$ cat config.mk
export PLATFORM = sky130hd
export DESIGN_NAME = note_scheduler
export DESIGN_NICKNAME = d
export VERILOG_FILES = /design/src/rtl/note_pkg.sv /design/src/rtl/lfsr13.sv /design/src/rtl/note_scheduler.sv
export SDC_FILE = /design/constraint.sdc
export NUM_CORES = 1
export LEC_CHECK = 0
export ABC_AREA = 1
export CAP_MARGIN = 20
export CORE_ASPECT_RATIO = 1.5
export CORE_MARGIN = 2
export CORE_UTILIZATION = 50
export CTS_BUF_LIST = sky130_fd_sc_hd__clkbuf_4 sky130_fd_sc_hd__clkbuf_8 sky130_fd_sc_hd__clkbuf_16
export DETAILED_ROUTE_END_ITERATION = 16
export GPL_TIMING_DRIVEN = 1
export PLACE_DENSITY = 0.69
export SLEW_MARGIN = 10
export SYNTH_ARGS = -nofsm -noshare
export SYNTH_HDL_FRONTEND = slang
export SYNTH_SLANG_ARGS = --single-unit
$ cat constraint.sdc
create_clock -name Clk -period 1.6 [get_ports Clk]
set_clock_uncertainty 0.2 [all_clocks]
set_input_delay 0.24 -clock Clk [delete_from_list [all_inputs] [get_ports Clk]]
set_output_delay 0.24 -clock Clk [all_outputs]
set_load 0.01 [all_outputs]
$ cat src/rtl/note_pkg.sv
// Shared types and constants for the note scheduler: FSM states, lane masks and LFSR seed.
package note_pkg;

  typedef enum logic [2:0] {
    StIdle,
    StRun,
    StPaused,
    StDraw,
    StEmit,
    StDone
  } state_e;

  localparam logic [4:0] LANE_G    = 5'b10000;
  localparam logic [4:0] LANE_R    = 5'b01000;
  localparam logic [4:0] LANE_Y    = 5'b00100;
  localparam logic [4:0] LANE_B    = 5'b00010;
  localparam logic [4:0] LANE_O    = 5'b00001;
  localparam logic [4:0] LANE_NONE = 5'b00000;

  localparam logic [12:0] LFSR_SEED = 13'h0001;

  // Draw values 5..7 are rests and map to no lane.
  function automatic logic [4:0] map_draw(input logic [2:0] draw);
    logic [4:0] lane;
    case (draw)
      3'd0:    lane = LANE_G;
      3'd1:    lane = LANE_R;
      3'd2:    lane = LANE_Y;
      3'd3:    lane = LANE_B;
      3'd4:    lane = LANE_O;
      default: lane = LANE_NONE;
    endcase
    return lane;
  endfunction

  // g->r->y->b->o->g is a rotate right of the one-hot mask.
  function automatic logic [4:0] next_lane(input logic [4:0] lane);
    return {lane[0], lane[4:1]};
  endfunction

endpackage

$ cat src/rtl/lfsr13.sv
// 13-bit Fibonacci LFSR, shift left, taps 12/3/2/0; free-runs every clock.
module lfsr13
  import note_pkg::*;
(
  input  logic        i_clk,
  input  logic        i_rst_n,
  output logic [12:0] o_lfsr
);

  logic [12:0] r_lfsr;
  logic        w_fb;

  assign w_fb = r_lfsr[12] ^ r_lfsr[3] ^ r_lfsr[2] ^ r_lfsr[0];

  // The all-zero lock-up state is unreachable from the seed; reseed defensively anyway.
  always_ff @(posedge i_clk or negedge i_rst_n) begin
    if (!i_rst_n) begin
      r_lfsr <= LFSR_SEED;
    end else if (r_lfsr == '0) begin
      r_lfsr <= LFSR_SEED;
    end else begin
      r_lfsr <= {r_lfsr[11:0], w_fb};
    end
  end

  assign o_lfsr = r_lfsr;

endmodule

$ cat src/rtl/note_scheduler.sv
// Beat-timed note scheduler: draws a pseudo-random lane each beat and presents it on a
// valid/ready output with anti-repeat substitution and sticky overflow tracking.
module note_scheduler
  import note_pkg::*;
#(
  parameter logic [15:0] BEAT_DIV   = 16'd50000,
  parameter logic [7:0]  SONG_BEATS = 8'd128,
  parameter logic [1:0]  MAX_REPEAT = 2'd2
) (
  input  logic       Clk,
  input  logic       RESET_N,
  input  logic       start,
  input  logic       pause,
  input  logic       note_ready,
  output logic       note_valid,
  output logic [4:0] note_lanes,
  output logic [7:0] beat_count,
  output logic       song_done,
  output logic       overflow
);

  state_e      r_state;
  state_e      w_state_next;
  logic [15:0] r_cnt;
  logic [7:0]  r_beat_count;
  logic [2:0]  r_draw;
  logic [4:0]  r_prev_lane;
  logic [1:0]  r_run_len;
  logic        r_note_valid;
  logic [4:0]  r_note_lanes;
  logic        r_overflow;

  logic [12:0] w_lfsr;
  logic        w_unused_lfsr;
  logic        w_tc;
  logic        w_start;
  logic        w_song_done;
  logic        w_emit_note;
  logic        w_repeat;
  logic        w_sub;
  logic [4:0]  w_mapped;
  logic [4:0]  w_lane;

  lfsr13 u_lfsr (
    .i_clk  (Clk),
    .i_rst_n(RESET_N),
    .o_lfsr (w_lfsr)
  );

  assign w_unused_lfsr = ^w_lfsr[12:3];
  assign w_tc          = (r_cnt == BEAT_DIV - 16'd1);
  assign w_start       = start && ((r_state == StIdle) || (r_state == StDone));

  always_ff @(posedge Clk or negedge RESET_N) begin
    if (!RESET_N) begin
      r_state <= StIdle;
    end else begin
      r_state <= w_state_next;
    end
  end

  // Terminal count wins over pause so a beat is never lost.
  always_comb begin
    w_state_next = r_state;
    unique case (r_state)
      StIdle, StDone: if (start) w_state_next = StRun;
      StRun: begin
        if (w_tc) begin
          w_state_next = StDraw;
        end else if (pause) begin
          w_state_next = StPaused;
        end
      end
      StPaused: if (!pause) w_state_next = StRun;
      StDraw:   w_state_next = StEmit;
      StEmit:   w_state_next = (r_beat_count == SONG_BEATS) ? StDone : StRun;
      default:  w_state_next = StIdle;
    endcase
  end

  always_comb begin
    w_song_done = (r_state == StDone);
    w_mapped    = map_draw(r_draw);
    w_repeat    = (w_mapped == r_prev_lane);
    w_sub       = w_repeat && (r_run_len == MAX_REPEAT);
    w_lane      = w_sub ? next_lane(w_mapped) : w_mapped;
    w_emit_note = (r_state == StEmit) && (w_mapped != LANE_NONE);
  end

  always_ff @(posedge Clk or negedge RESET_N) begin
    if (!RESET_N) begin
      r_cnt        <= '0;
      r_beat_count <= '0;
      r_draw       <= '0;
    end else begin
      if (w_start) begin
        r_cnt        <= '0;
        r_beat_count <= '0;
      end else if (r_state == StRun) begin
        if (w_tc) begin
          r_cnt        <= '0;
          r_beat_count <= r_beat_count + 8'd1;
        end else if (!pause) begin
          r_cnt <= r_cnt + 16'd1;
        end
      end
      if (r_state == StDraw) begin
        r_draw <= w_lfsr[2:0];
      end
    end
  end

  // Rests leave the repeat tracking untouched; only emitted lanes count toward a run.
  always_ff @(posedge Clk or negedge RESET_N) begin
    if (!RESET_N) begin
      r_prev_lane <= LANE_NONE;
      r_run_len   <= '0;
    end else if (w_start) begin
      r_prev_lane <= LANE_NONE;
      r_run_len   <= '0;
    end else if (w_emit_note) begin
      r_prev_lane <= w_lane;
      r_run_len   <= (w_repeat && !w_sub) ? r_run_len + 2'd1 : 2'd1;
    end
  end

  always_ff @(posedge Clk or negedge RESET_N) begin
    if (!RESET_N) begin
      r_note_valid <= 1'b0;
      r_note_lanes <= LANE_NONE;
      r_overflow   <= 1'b0;
    end else begin
      if (w_emit_note) begin
        r_note_valid <= 1'b1;
        r_note_lanes <= w_lane;
        if (r_note_valid && !note_ready) begin
          r_overflow <= 1'b1;
        end
      end else if (r_note_valid && note_ready) begin
        r_note_valid <= 1'b0;
      end
      if (w_start) begin
        r_overflow <= 1'b0;
      end
    end
  end

  assign note_valid = r_note_valid;
  assign note_lanes = r_note_lanes;
  assign beat_count = r_beat_count;
  assign song_done  = w_song_done;
  assign overflow   = r_overflow;

endmodule
==> summary.md <==
| Metric | Value |
|---|---|
| Status | `finished with violations` |
| Violated checks | `setup timing` |
| Initial core utilization | `0.513` |
| Max Slew Vio Count | `0` |
| Layout cells sized above 1 | `0.365` |
| Final HPWL DP | `5.28 mm` |
| Crit path kind | `reg2reg` |
| DRC | `0` |
| Initial antenna violation count | `0` |
| RSZ-0062 raised after global routing | `true` |
| Max H-tree Level | `3` |
| Hold EP | `u_lfsr.o_lfsr[10]$_DFF_PN0_` |
| Non-filler cells, final | `556` |
| Mean Syn Cell Area | `7.95 um^2` |
| Hold Crit Start | `u_lfsr.o_lfsr[9]$_DFF_PN0_` |
| Max-cap violations | `0` |
| First-pass GRT wire length | `12.6 mm` |
| Fin util | `0.713` |
| Hold WC Path Type | `reg2reg` |
| Overall power | `7.02 mW` |
| R2R cell count | `8` |
| Achievable Freq | `0.557 GHz` |
| Final min period | `1.80 ns` |
| Iteration count of the initial detailed-routing pass | `5` |
| Rows | `35` |
| Number of port buffers | `20` |
| Crit path launch type | `register` |
| Setup-failing EPs final | `40` |
| Slew HR | `0.752` |
| Clock transition at path regs | `0.07 ns` |
| Critical path endpoint category | `register` |
| Clk sinks | `57` |
| Post-synthesis cell count | `393` |
| Met1 wire length | `3.08 mm` |
| Peak VDD IR | `0.967 mV` |
| Vias in the first global route | `2760` |
| WHS | `0.180 ns` |
| Via density | `5.24` |
| Post-synthesis sequential area ratio | `0.457` |
| Worst reg2reg path startpoint | `r_cnt[1]$_DFFE_PN0P_` |
| Pwr dens | `1620 nW/um^2` |
| Placed insts | `525` |
| Core ar. | `6090 um^2` |
| Nets | `486` |
| Vias | `2915` |
| Die Wd | `68.6 um` |
| Mapped Nets | `402` |
| Clock Latency Late Sink | `0.34 ns` |
| Worst-margin pin slew | `0.368 ns` |
| Post-Route WL | `7.94 mm` |
| Metal3 WL | `257 um` |
| Highest routed layer | `met4` |
| Final GP Congestion | `0.883` |
| Antenna Violating Nets Remaining | `0` |
| Drt first-iter violations | `164` |
| R2r setup slk | `-0.20 ns` |
| Inserted Clock Buffers | `9` |
| Cell variety after synth | `33` |
| #FFs+latches synth | `57` |
| Leak | `2.14 nW` |
| Filler cell count | `472` |
| Met2 WL | `4.34 mm` |
| Setup WS post-layout | `-0.196 ns` |
| All-layer global routing usage | `0.244` |
| Commonest non-fill, non-tap cell in the layout | `nand2_1` |
| Worst Path Required | `1.66 ns` |
| Reg-to-Reg End | `r_cnt[8]$_DFFE_PN0P_` |
| Final hold vios | `0` |
| Drt wl/cell | `14.3 um` |
| Hold depth | `0` |
| Dpl ws | `-0.185 ns` |
| Largest net degree at the start of global routing | `58` |
| Die area | `6910 um^2` |
| Final worst-path cycle share | `1.12` |
| Most frequent cells in the layout | `nand2_1, buf_4, dfrtp_1` |
| TritonCTS clock tree | `built` |
| Post-Syn Area | `3130 um^2` |
| Synth warn | `0` |
| Grt total ovfl | `0` |
| CTS root buffer | `clkbuf_8` |
| Arrival time worst endpoint | `1.86 ns` |
| # IOs | `21` |
| Antenna Diode Count | `0` |
| Max FO, Critical Path | `7` |
| Die Y | `101 um` |
| Worst-case clock buffer depth | `2` |
| Area grow syn2layout | `38.9%` |
-- layout make-up --
class                      instances  area [um^2]  share of cell area
multi-input combinational        276         1700               0.391
tap                               74         92.6              0.0213
clock inverter                     5         31.3             0.00721
inverter                          42          160              0.0369
timing repair buffer              91          778               0.179
sequential                        57         1440               0.331
clock buffer                      11          145              0.0334
-- synth_stat cells (all sizes together) --
cell type | number | share of area
clkinv | 1 | 0.0012
nor4 | 3 | 0.011
o31ai | 2 | 0.0048
nor2 | 43 | 0.068
clkbuf | 13 | 0.016
xnor2 | 5 | 0.014
nand3b | 2 | 0.0048
xor2 | 13 | 0.036
dfrtp | 56 | 0.45
o21ai | 22 | 0.039
nor3 | 14 | 0.026
inv | 41 | 0.049
buf | 5 | 0.013
nand3 | 32 | 0.062
ha | 4 | 0.016
nand2 | 115 | 0.14
a21oi | 2 | 0.0032
o21a | 2 | 0.0048
dfstp | 1 | 0.0084
nor3b | 1 | 0.0024
nand4 | 16 | 0.032
-- logic make-up (layout without fill, tap and decap cells) --
family / after synthesis / count (layout) / share of synthesized area
AO/OA/AOI/OAI: 28 / 28 / 0.0516
XOR/XNOR: 18 / 18 / 0.0504
adder cells (fa/ha/maj): 4 / 4 / 0.0160
buffers and inverters: 60 / 149 / 0.0789
flip-flops: 57 / 57 / 0.457
AND/OR/NAND/NOR: 226 / 226 / 0.346
-- where the power goes --
part           switching, mW  leakage, nW  internal [mW]
Clock                  0.592       0.0925          0.615
Sequential             0.347        0.735           1.80
Combinational           2.04         1.32           1.62
-- registers in the layout, indices dropped and copies added (netlist names) --
register / flops
beat_count: 8
note_lanes: 5
note_valid: 1
overflow: 1
r_cnt: 16
r_draw: 3
r_prev_lane: 5
r_run_len: 2
r_state: 3
u_lfsr.o_lfsr: 13
-- worst max-delay path, cell delays in order, from the launching register on --
cell and delay (ns):
dfrtp_1 0.39, ha_4 0.19, nand3_4 0.10, nor4_4 0.22, nand3_4 0.17, nand3_4 0.18
buf_6 0.16, nand2_2 0.05, o21ai_1 0.07
-- timing repair --
item	4_1_cts	5_1_grt
buffers inserted	7	6
pin swaps	5	23
hold buffers	1	0
hold endpoints to repair	57	0
gates resized for setup	47	53
cloned	0	1
setup endpoints to repair	56	41
-- per-layer routing --
| layer | vias up | GRT usage |
|---|---|---|
| met5 | - | 0 |
| met2 | 57 | 0.409 |
| met1 | 1412 | 0.281 |
| met3 | 21 | 0.0570 |
| li1 | 1425 | - |
| met4 | 0 | 0.125 |
-- worst max-delay path by stage --
stage                         start                     to  slack [ns]
6_report       r_cnt[1]$_DFFE_PN0P_   r_cnt[8]$_DFFE_PN0P_       -0.20
3_3_place_gp   r_cnt[0]$_DFFE_PN0P_   r_cnt[9]$_DFFE_PN0P_       -0.16
2_1_floorplan  r_cnt[0]$_DFFE_PN0P_   r_cnt[9]$_DFFE_PN0P_       -0.09
3_5_place_dp   r_cnt[0]$_DFFE_PN0P_   r_cnt[9]$_DFFE_PN0P_       -0.19
5_1_grt        r_cnt[1]$_DFFE_PN0P_  r_cnt[10]$_DFFE_PN0P_       -0.29
4_1_cts        r_cnt[0]$_DFFE_PN0P_   r_cnt[3]$_DFFE_PN0P_       -0.16
-- stage by stage --
step,TNS [ns],cell area [um^2]
2_1_floorplan,-1.56,3150
3_3_place_gp,-3.82,3780
3_5_place_dp,-5.23,3780
4_1_cts,-4.28,4080
5_1_grt,-8.17,4340
6_report,-5.05,4340
(Power assumes the default switching activity.)
